<file path="config.mk">
export PLATFORM = sky130hd
export DESIGN_NAME = mdu_issue_ctrl_flat
export DESIGN_NICKNAME = d
export VERILOG_FILES = /design/src/rtl/mdu_issue_if.sv /design/src/rtl/mdu_issue_ctrl.sv /design/src/flat_wrapper.sv
export SDC_FILE = /design/constraint.sdc
export NUM_CORES = 1
export LEC_CHECK = 0
export CORE_ASPECT_RATIO = 0.9
export CORE_MARGIN = 4
export CORE_UTILIZATION = 30
export DETAILED_ROUTE_END_ITERATION = 7
export PLACE_DENSITY = 0.68
export SLEW_MARGIN = 40
export SYNTH_ARGS = -nofsm -noshare
export SYNTH_HDL_FRONTEND = slang
export SYNTH_SLANG_ARGS = --single-unit
</file>
<file path="constraint.sdc">
create_clock -name clk -period 1.8 [get_ports clk]
set_clock_uncertainty 0.1 [all_clocks]
set_input_delay 0.36 -clock clk [delete_from_list [all_inputs] [get_ports clk]]
set_output_delay 0.36 -clock clk [all_outputs]
set_load 0.02 [all_outputs]
</file>
<file path="src/rtl/mdu_issue_if.sv">
// D-stage to MDU issue bundle: D-stage request/operands in, MDU drive and
// occupancy status out.
interface mdu_issue_if #(
    parameter int CNT_W = 5
) ();
    logic             d_valid;
    logic [3:0]       d_mdu_op;
    logic [31:0]      d_rs_val;
    logic [31:0]      d_rt_val;
    logic             e_hold;
    logic             en_mdu;
    logic [3:0]       mdu_op;
    logic [31:0]      mdu_d1;
    logic [31:0]      mdu_d2;
    logic             stall_d;
    logic             busy;
    logic [CNT_W-1:0] cnt;

    modport slave (
        input  d_valid, d_mdu_op, d_rs_val, d_rt_val, e_hold,
        output en_mdu, mdu_op, mdu_d1, mdu_d2, stall_d, busy, cnt
    );

    modport master (
        output d_valid, d_mdu_op, d_rs_val, d_rt_val, e_hold,
        input  en_mdu, mdu_op, mdu_d1, mdu_d2, stall_d, busy, cnt
    );
endinterface

</file>
<file path="src/rtl/mdu_issue_ctrl.sv">
// E-stage issue control for the multiply/divide unit with occupancy countdown.
// Optional stall performance counter enabled by defining MDU_STALL_PERF_EN.
module mdu_issue_ctrl #(
    parameter int MULT_CYCLES = 5,
    parameter int DIV_CYCLES  = 10,
    parameter int CNT_W       = 5
) (
    input  logic        clk,
    input  logic        rst_n,
    mdu_issue_if.slave  bus
`ifdef MDU_STALL_PERF_EN
    ,
    output logic [31:0] perf_stall_cnt
`endif
);

    localparam logic [0:0] ST_IDLE  = 1'b0;
    localparam logic [0:0] ST_BUSY  = 1'b1;

    localparam logic [3:0] OP_MULT  = 4'd0;
    localparam logic [3:0] OP_MULTU = 4'd1;
    localparam logic [3:0] OP_DIV   = 4'd2;
    localparam logic [3:0] OP_DIVU  = 4'd3;
    localparam logic [3:0] OP_MFHI  = 4'd6;
    localparam logic [3:0] OP_MFLO  = 4'd7;
    localparam logic [3:0] OP_MADDU = 4'd8;
    localparam logic [3:0] OP_NOP   = 4'd15;

    // Occupancy loaded into the countdown when an op issues.
    function automatic logic [CNT_W-1:0] busy_cycles(input logic [3:0] op);
        case (op)
            OP_MULT, OP_MULTU: return CNT_W'(MULT_CYCLES);
            OP_DIV, OP_DIVU:   return CNT_W'(DIV_CYCLES);
            default:           return {CNT_W{1'b0}};
        endcase
    endfunction

    // HI/LO reads are signalled to the MDU by a low enable.
    function automatic logic op_enables_mdu(input logic [3:0] op);
        case (op)
            OP_MFHI, OP_MFLO: return 1'b0;
            default:          return 1'b1;
        endcase
    endfunction

    logic [0:0]       state_q,  state_d;
    logic [CNT_W-1:0] cnt_q,    cnt_d;
    logic             en_q,     en_d;
    logic [3:0]       op_q,     op_d;
    logic [31:0]      d1_q,     d1_d;
    logic [31:0]      d2_q,     d2_d;

    logic is_mdu_s;
    logic busy_s;
    logic stall_s;
    logic issue_s;

    // Request decode, stall and issue qualification.
    always_comb begin
        is_mdu_s = bus.d_valid && (bus.d_mdu_op <= OP_MADDU);
        busy_s   = (state_q == ST_BUSY);
        stall_s  = is_mdu_s && busy_s;
        issue_s  = is_mdu_s && !busy_s && !bus.e_hold;
    end

    // Next-state for the MDU drive registers and countdown.
    always_comb begin
        en_d = 1'b0;
        op_d = OP_NOP;
        d1_d = d1_q;
        d2_d = d2_q;
        if (issue_s) begin
            en_d  = op_enables_mdu(bus.d_mdu_op);
            op_d  = bus.d_mdu_op;
            d1_d  = bus.d_rs_val;
            d2_d  = bus.d_rt_val;
            cnt_d = busy_cycles(bus.d_mdu_op);
        end else if (cnt_q != {CNT_W{1'b0}}) begin
            cnt_d = cnt_q - {{(CNT_W-1){1'b0}}, 1'b1};
        end else begin
            cnt_d = {CNT_W{1'b0}};
        end
        state_d = (cnt_d != {CNT_W{1'b0}}) ? ST_BUSY : ST_IDLE;
    end

    // State, countdown and MDU drive registers.
    always_ff @(posedge clk or negedge rst_n) begin
        if (!rst_n) begin
            state_q <= ST_IDLE;
            cnt_q   <= {CNT_W{1'b0}};
            en_q    <= 1'b0;
            op_q    <= OP_NOP;
            d1_q    <= 32'd0;
            d2_q    <= 32'd0;
        end else begin
            state_q <= state_d;
            cnt_q   <= cnt_d;
            en_q    <= en_d;
            op_q    <= op_d;
            d1_q    <= d1_d;
            d2_q    <= d2_d;
        end
    end

    assign bus.en_mdu  = en_q;
    assign bus.mdu_op  = op_q;
    assign bus.mdu_d1  = d1_q;
    assign bus.mdu_d2  = d2_q;
    assign bus.stall_d = stall_s;
    assign bus.busy    = busy_s;
    assign bus.cnt     = cnt_q;

`ifdef MDU_STALL_PERF_EN
    logic [31:0] perf_cnt_q, perf_cnt_d;

    // Stall counter wraps naturally at 32 bits.
    always_comb begin
        if (stall_s) begin
            perf_cnt_d = perf_cnt_q + 32'd1;
        end else begin
            perf_cnt_d = perf_cnt_q;
        end
    end

    // Stall performance counter register.
    always_ff @(posedge clk or negedge rst_n) begin
        if (!rst_n) begin
            perf_cnt_q <= 32'd0;
        end else begin
            perf_cnt_q <= perf_cnt_d;
        end
    end

    assign perf_stall_cnt = perf_cnt_q;
`endif

endmodule

</file>
<file path="src/flat_wrapper.sv">
// flat-port wrapper written by rule: the top's interface ports become plain ports
module mdu_issue_ctrl_flat 
#(
    parameter int MULT_CYCLES = 5,
    parameter int DIV_CYCLES  = 10,
    parameter int CNT_W       = 5
)
  (clk, rst_n, bus_d_valid, bus_d_mdu_op, bus_d_rs_val, bus_d_rt_val, bus_e_hold, bus_en_mdu, bus_mdu_op, bus_mdu_d1, bus_mdu_d2, bus_stall_d, bus_busy, bus_cnt);
  mdu_issue_if #(.CNT_W(CNT_W)) bus_i ();
  input  logic clk;
  input  logic rst_n;
  input wire logic [$bits(bus_i.d_valid)-1:0] bus_d_valid;
  input wire logic [$bits(bus_i.d_mdu_op)-1:0] bus_d_mdu_op;
  input wire logic [$bits(bus_i.d_rs_val)-1:0] bus_d_rs_val;
  input wire logic [$bits(bus_i.d_rt_val)-1:0] bus_d_rt_val;
  input wire logic [$bits(bus_i.e_hold)-1:0] bus_e_hold;
  output wire logic [$bits(bus_i.en_mdu)-1:0] bus_en_mdu;
  output wire logic [$bits(bus_i.mdu_op)-1:0] bus_mdu_op;
  output wire logic [$bits(bus_i.mdu_d1)-1:0] bus_mdu_d1;
  output wire logic [$bits(bus_i.mdu_d2)-1:0] bus_mdu_d2;
  output wire logic [$bits(bus_i.stall_d)-1:0] bus_stall_d;
  output wire logic [$bits(bus_i.busy)-1:0] bus_busy;
  output wire logic [$bits(bus_i.cnt)-1:0] bus_cnt;
  assign bus_i.d_valid = bus_d_valid;
  assign bus_i.d_mdu_op = bus_d_mdu_op;
  assign bus_i.d_rs_val = bus_d_rs_val;
  assign bus_i.d_rt_val = bus_d_rt_val;
  assign bus_i.e_hold = bus_e_hold;
  assign bus_en_mdu = bus_i.en_mdu;
  assign bus_mdu_op = bus_i.mdu_op;
  assign bus_mdu_d1 = bus_i.mdu_d1;
  assign bus_mdu_d2 = bus_i.mdu_d2;
  assign bus_stall_d = bus_i.stall_d;
  assign bus_busy = bus_i.busy;
  assign bus_cnt = bus_i.cnt;
  mdu_issue_ctrl #(.MULT_CYCLES(MULT_CYCLES), .DIV_CYCLES(DIV_CYCLES), .CNT_W(CNT_W)) u_core (.clk(clk), .rst_n(rst_n), .bus(bus_i));
endmodule
</file>
; ---- Word level (Yosys, flattened, before mapping)
; Index checks and enable logic that the tools add are counted.
[word_totals]
reg_bits = 75
in_bits = 72
wordCells = 32
[op_classes]
addsub = 1
order_cmp = 1
eq_ne = 5
mux = 7
n_reduce_logical = 12
[ops]
columns = operator, n
row1 = 5-bit two-way mux, 2
row2 = 5-bit nonzero test, 2
row3 = "4-bit by 2-bit equality test with 1-bit output, second input constant", 2
row4 = "4-bit by 3-bit equality test with 1-bit output, second input constant", 2
row5 = 4-bit case mux with 2 select lines, 1
row6 = 2-bit OR reduction, 3
row7 = "5-bit by 1-bit subtractor with 5-bit output, second input constant", 1
row8 = "4-bit by 1-bit equality test with 1-bit output, second input constant", 1
row9 = "4-bit <= comparator, second input constant", 1
row10 = 1-bit logical AND, 4
row11 = 4-bit logical NOT, 1
row12 = 4-bit two-way mux, 1
row13 = 1-bit two-way mux, 3
row14 = 1-bit logical NOT, 2

; ---- Depth between registers and ports, before layout
; Gate-level depths: netlist of run 1.
[depth]
word_depth = 7
depth_mapped = 6

; ---- Least setup slack after synthesis of run 1
; No wires, ideal clock.
[synth_path]
kind = flip-flop to flip-flop
start = register u_core.cnt_q[0], in the netlist u_core.bus.cnt[0]
end = register u_core.state_q, in the netlist u_core.bus.busy
setup_ps = 124
arrival_ps = 1475
required_ps = 1576
slack_ps = 101
path_stages_with_launch = 7
path_buffers = 0
cell_sequence = dfrtp_1 > inv_1 > ha_1 > nand2_1 > maj3_1 > o31ai_1 > nand2_1
[synth_between]
elab_chain_len = 5
[synth_rtl]
columns = element, line_no
row1 = "start, declared", mdu_issue_ctrl.sv:47  ; logic [CNT_W-1:0] cnt_q, cnt_d;
row2 = "start signal, assigned", mdu_issue_ctrl.sv:90  ; cnt_q <= {CNT_W{1'b0}};
row3 = "start signal, assigned", mdu_issue_ctrl.sv:97  ; cnt_q <= cnt_d;
row4 = 5-bit by 1-bit subtractor with 5-bit output / 5-bit nonzero test (equally long branches), "mdu_issue_ctrl.sv:79, mdu_issue_ctrl.sv:78"
row5 = 5-bit two-way mux (*), mdu_issue_ctrl.sv:78  ; end else if (cnt_q != {CNT_W{1'b0}}) begin
row6 = 5-bit two-way mux (*), mdu_issue_ctrl.sv:72  ; if (issue_s) begin
row7 = 5-bit nonzero test (*), mdu_issue_ctrl.sv:83  ; state_d = (cnt_d != {CNT_W{1'b0}}) ? ST_BUSY : ST_IDLE;
row8 = 1-bit two-way mux (*), mdu_issue_ctrl.sv:83
row9 = named net u_core.state_d, mdu_issue_ctrl.sv:46  ; logic [0:0] state_q, state_d;
row10 = "end signal, assigned", mdu_issue_ctrl.sv:96  ; state_q <= state_d;
row11 = "end, declared", mdu_issue_ctrl.sv:46
; Mark *: on every way through the listed nets, which the timed path passes. The rest lies on a longest branch.
; A chain may end at the register's enable or synchronous reset.

; ---- Final worst setup path of run 1
[layout_path]
start = register u_core.d1_q[15], in the netlist u_core.bus.mdu_d1[15]
end = output port bus_mdu_d1[15]
[layout_rtl]
columns = element, line_no
row1 = "start, declared", mdu_issue_ctrl.sv:50  ; logic [31:0] d1_q, d1_d;
row2 = "start signal, assigned", mdu_issue_ctrl.sv:93  ; d1_q <= 32'd0;
row3 = "start signal, assigned", mdu_issue_ctrl.sv:100  ; d1_q <= d1_d;
row4 = "end, declared", flat_wrapper.sv:19  ; output wire logic [$bits(bus_i.mdu_d1)-1:0] bus_mdu_d1;
; No word-level cell between the ends.

==> impl_metrics.tcl, run 1 <==
set metrics [dict create \
    antenna_found_initial 0 \
    drv_cap 0 \
    slew_headroom_pct 72.5 \
    gp_congestion 0.776 \
    cp_num_buf_inv 1 \
    synth_warnings 0 \
    hold_viol 0 \
    cpMaxStageDelayCell "clkdlybuf4s50_1" \
    viasPerCell 4.29 \
    powerDensity_nw_per_um2 1760 \
    clkLatencyLatePin_ps 320 \
    setup_viol 0 \
    startpoint "u_core.bus.mdu_d1[15]" \
    final_cell_mix "clkdlybuf4s50_1 (120), dfrtp_1 (71), mux2_4 (64), dlymetal6s2s_1 (14), dlygate4sd2_1 (11)" \
    yosysTopAreaCell "dfrtp_1" \
    status "completed" \
    power_mw 9.15 \
    rsz0062_at_grt "false" \
    route.detailed.drc 0 \
    grt.met1_usage_pct 15.9 \
    p_leak_nw 2.55 \
    hpwl_um 5290 \
    synth_nets 251 \
    required_ps 1340 \
    cts_buffer_depth 2 \
    criticalPathCategory "register to primary output" \
    cts_sinks 75 \
    cts_root_buffer "clkbuf_16" \
    hp-class "primary input to register" \
    grt_first_pass_wirelength_um 11400 \
    io_pins 148 \
    wire_per_inst_um 15.4 \
    dr_total_vias 2034 \
    n_antenna_cell 0 \
    cp.arrival_ps 1310 \
    r2r-start "u_core.bus.busy" \
    hold_path.startpoint "bus_d_mdu_op[3]" \
    rrSetupSlack_ps 170 \
    cts_made_buffers 9 \
    reg2regPathDepth 4 \
    fillers 899 \
    core_area_um2 10300 \
    met3_usage_pct 4.65 \
    ys_ff_latch 75 \
    grt_max_degree 76 \
    drive_gt1_share_pct 29.6 \
    critPathCaptureType "primary output" \
    r2r-end "u_core.bus.cnt[0]" \
    grt_pass1_vias 2201 \
    min_path_cells 3 \
    crit_path_max_fanout 2 \
    antenna_left 0 \
    critical_path.max_stage_delay_ps 640 \
    seq_area_um2 1880 \
    grt-ovfl-total 0 \
    slew_viol_final 0 \
    grtUsageMet2_pct 17.4 \
    die_w_um 116 \
    synthCells 178 \
    rows 35 \
    synth_top_area_share_pct 56.1 \
    crit_chain "clkdlybuf4s50_1" \
    nets 414 \
    first_pass_iters 4 \
    cts_tree "yes" \
    initial_core_util_pct 30.8 \
    grt_use_total_pct 11.7 \
    fin_crit_ps 1770 \
    busiest_layer "met2" \
    synth_area_um2 3170 \
    cp_top_family "buffers and inverters" \
    multi_input_area_um2 1200 \
    ir_drop_mv 0.792 \
    final_common_cell "clkdlybuf4s50_1" \
    syn_area_per_cell_um2 17.8 \
    holdPathEnd "u_core.bus.mdu_op[3]" \
    timing.fmax_mhz 566 \
    synth_cell_types 25 \
    dieArea_um2 12300 \
    tightestPinTransition_ps 412 \
    port_buffers 147 \
    synth_area_leaders "dfrtp_1 (56%), mux2_4 (30%), dfstp_2 (3.3%), buf_6 (2.5%), o311ai_4 (0.83%)" \
    ys_seq_area_share_pct 59.4 \
    drt-total-wl_um 7310 \
    cts_max_level 3 \
    finalCritPeriodShare_pct 98.1 \
    fin_cells 474 \
    area_growth_pct 64.1 \
    path_clk_slew_ps 60 \
    drtIter0Drc 69 \
    dieHeight_um 106 \
    place_inst 457 \
    crit_path_start_kind "register" \
]
-- worst register-to-register path, delay by kind of cell, from the launching register on --
| kind | cells | cell delay [ps] |
|---|---|---|
| AO/OA/AOI/OAI | 2 | 250 |
| flip-flops | 1 | 400 |
| AND/OR/NAND/NOR | 2 | 750 |
-- area by class of cell --
cell class,count,area share (%)
clock buffer,10,4.40
clock inverter,5,1.97
inverter,3,0.217
multi-input combinational,93,23.0
sequential,75,36.2
tap,129,3.10
timing repair buffer,159,31.1
-- synth_stat cells, drive strengths merged --
master / n
o22ai: 2
nand3: 1
nand3b: 1
maj3: 1
ha: 1
nand2: 3
dfrtp: 71
xnor2: 2
dfstp: 4
and3: 1
nor2: 1
a21oi: 1
buf: 7
or2: 4
o21ai: 2
or3b: 1
nor3: 2
or3: 1
inv: 3
mux2: 64
o311ai: 1
o311a: 1
or4: 1
o31ai: 2
-- stage by stage --
stage	setup WS (ps)	setup TNS (ps)	util [%]	area [um^2]	hold WS (ps)
final	34.5	0	50.5	5200	404
after global routing	0.491	0	50.5	5200	416
after CTS	6.93	0	50.2	5170	410
after detailed placement	-625	-20680	47.0	4830	315
after global placement	-605	-18410	47.0	4830	310
after floorplan	101	0	-	3170	-35.6
-- kinds of logic (layout without fill, tap and decap cells) --
group,count (synthesis),in the layout,share of synthesized area (%)
adder cells (fa/ha/maj),2,2,0.711
buffers and inverters,10,177,2.84
XOR/XNOR,2,2,0.553
AO/OA/AOI/OAI,9,9,2.92
multiplexers,64,64,30.3
AND/OR/NAND/NOR,16,16,3.28
flip-flops,75,75,59.4
-- worst max-delay path by stage --
stage                                  to  slack, ps  cells past startpoint
after detailed placement      bus_stall_d       -620                      4
after global placement        bus_stall_d       -610                      4
after CTS                        bus_busy          7                      1
after floorplan           u_core.bus.busy        100                      6
final                      bus_mdu_d1[15]         30                      1
after global routing       bus_mdu_d1[24]        0.5                      1
-- state kept, by name, summed over array words and instances (netlist names) --
name,count
u_core.bus.mdu_d1,32
u_core.bus.mdu_d2,32
u_core.bus.cnt,5
u_core.bus.mdu_op,4
u_core.bus.busy,1
u_core.bus.en_mdu,1
-- where the power goes --
group	total [mW]	internal, mW	switching [mW]
clock network	2.00	1.34	0.653
logic	4.23	2.47	1.76
registers	2.92	2.47	0.454
-- routing by layer --
layer / share of wire (%) / routed length [um] / vias to the layer above
li1: - / - / 949
met1: 45 / 3300 / 990
met2: 45 / 3270 / 88
met3: 9.4 / 688 / 7
met4: 0.74 / 54 / 0
met5: 0 / 0 / -
-- timing repair --
item,4_1_cts,5_1_grt
endpoints found under the setup margin,9,21
setup buffers,1,0
hold buffers,1,0
endpoints found under the hold margin,71,0
pin swaps,1,0
gates resized for setup,16,14
(Power assumes the default switching activity.)
==> inputs of run 2 (changes only) <==
Settings changed: CORE_UTILIZATION 30 to 41, PLACE_DENSITY 0.68 to 0.91, TNS_END_PERCENT from default to 10.
==> impl_metrics.tcl, run 2 (synthesized netlist as in run 1, its figures left out) <==
set metrics [dict create \
    critical_path.max_stage_delay_ps 620 \
    gp_congestion 0.857 \
    cp_top_family "buffers and inverters" \
    timing.fmax_mhz 561 \
    tns_ps 0 \
    grt-ovfl-total 0 \
    cpMaxStageDelayCell "clkdlybuf4s50_1" \
    dieHeight_um 91.4 \
    grt_pass1_vias 2387 \
    grt_max_degree 37 \
    grt_use_total_pct 17.3 \
    crit_chain "clkdlybuf4s50_1" \
    place_inst 425 \
    finalCritPeriodShare_pct 99.0 \
    cts_tree "yes" \
    antenna_found_initial 0 \
    crit_path_start_kind "register" \
    dr_total_vias 2091 \
    drive_gt1_share_pct 30.0 \
    route.detailed.drc 0 \
    drtIter0Drc 24 \
    required_ps 1340 \
    criticalPathCategory "register to primary output" \
    wire_per_inst_um 17.7 \
    tightestPinTransition_ps 327 \
    antenna_left 0 \
    cts_max_level 3 \
    hold_viol 0 \
    p_seq_share_pct 34.9 \
    drt-total-wl_um 7830 \
    setup_viol 0 \
    final_util_pct 67.4 \
    ir_drop_mv 0.759 \
    core_area_um2 7540 \
    p_comb_share_pct 48.5 \
    crit_path_max_fanout 2 \
    die_w_um 101 \
    n_antenna_cell 0 \
    final_common_cell "clkdlybuf4s50_1" \
    cp_num_buf_inv 1 \
    io_pins 148 \
    nets 415 \
    area_growth_pct 60.5 \
    grt_first_pass_wirelength_um 12300 \
    hp-class "primary input to asynchronous set/reset pin" \
    status "completed" \
    critPathCaptureType "primary output" \
    final_cell_mix "clkdlybuf4s50_1 (77), dfrtp_1 (71), mux2_4 (64), dlymetal6s2s_1 (37), dlygate4sd2_1 (31)" \
    drv_cap 0 \
    dieArea_um2 9200 \
    first_pass_iters 4 \
    p_clk_share_pct 16.6 \
    clkLatencyLatePin_ps 330 \
    viasPerCell 4.72 \
    rows 30 \
    cp.arrival_ps 1320 \
    hpwl_um 5830 \
    p_sw_mw 2.89 \
    fin_crit_ps 1780 \
    p_int_mw 5.51 \
    fin_cells 443 \
    p_leak_nw 2.80 \
    port_buffers 147 \
    initial_core_util_pct 42.0 \
    slew_viol_final 0 \
    powerDensity_nw_per_um2 1650 \
    cts_buffer_depth 2 \
    cts_sinks 75 \
    slew_headroom_pct 78.2 \
    path_clk_slew_ps 70 \
    rsz0062_at_grt "false" \
    switching_share_pct 34.5 \
    cts_made_buffers 9 \
    cts_root_buffer "clkbuf_8" \
]
run 2: routing by layer:
metal | GRT usage [%] | part of all wire (%) | vias up
met5 | 0 | 0 | -
met3 | 5.15 | 8.8 | 14
met4 | 6.29 | 2.0 | 0
met1 | 20.2 | 38 | 1024
li1 | - | - | 957
met2 | 29.9 | 51 | 96
run 2: final cells by class:
| cell class | count | area [um^2] |
|---|---|---|
| multi-input cells | 93 | 1200 |
| well taps | 96 | 120 |
| fillers | 539 | 2460 |
| repair buffers | 160 | 1660 |
| inverters | 3 | 11.3 |
| flip-flops and latches | 75 | 1880 |
| clock buffers | 10 | 128 |
| clock inverters | 6 | 90.1 |
run 2: timing repair:
action,4_1_cts,5_1_grt
hold endpoints to repair,13,0
setup buffers,1,0
hold buffers,1,0
gates resized for setup,36,37
gates cloned,0,0
pin swaps,1,0
setup endpoints to repair,29,37
run 2: metrics by stage:
stage | hold slack, ps | instance area (um^2) | total power, mW | setup WS [ps]
floorplan | -35.6 | 3170 | 5.22 | 101
global placement | 127 | 4800 | 7.19 | -613
detailed placement | 131 | 4800 | 7.34 | -652
CTS | 302 | 4990 | 8.59 | 0.0707
global route | 341 | 5090 | 8.85 | 0.567
finish | 316 | 5090 | 8.40 | 17.9
run 2: power by group through the flow:
stage	registers, mW	logic (mW)	clock network (mW)
finish	2.93	4.08	1.40
global route	3.04	4.30	1.51
CTS	2.95	4.21	1.43
detailed placement	2.97	4.38	0
global placement	2.92	4.28	0
floorplan	3.88	1.34	0
run 2: final timing paths:
kind                                  startpoint               endpoint  slack [ps]  cells after the start
min reg2reg                u_core.bus.mdu_d1[31]  u_core.bus.mdu_d1[31]         410                      1
min                                        rst_n      u_core.bus.cnt[1]         320                      2
max                        u_core.bus.mdu_d1[22]         bus_mdu_d1[22]          20                      1
max reg2reg                    u_core.bus.cnt[1]      u_core.bus.cnt[3]         120                      6
min in group clk           u_core.bus.mdu_d1[31]  u_core.bus.mdu_d1[31]         410                      1
max in group asynchronous                  rst_n  u_core.bus.mdu_d2[12]         700                      3
run 2: worst register-to-register path, cell delays in order (launching register included):
cell,delay [ps]
dfrtp_1,410
inv_1,70
ha_1,170
inv_1,80
or4_1,460
o311ai_4,110
o21ai_0,160
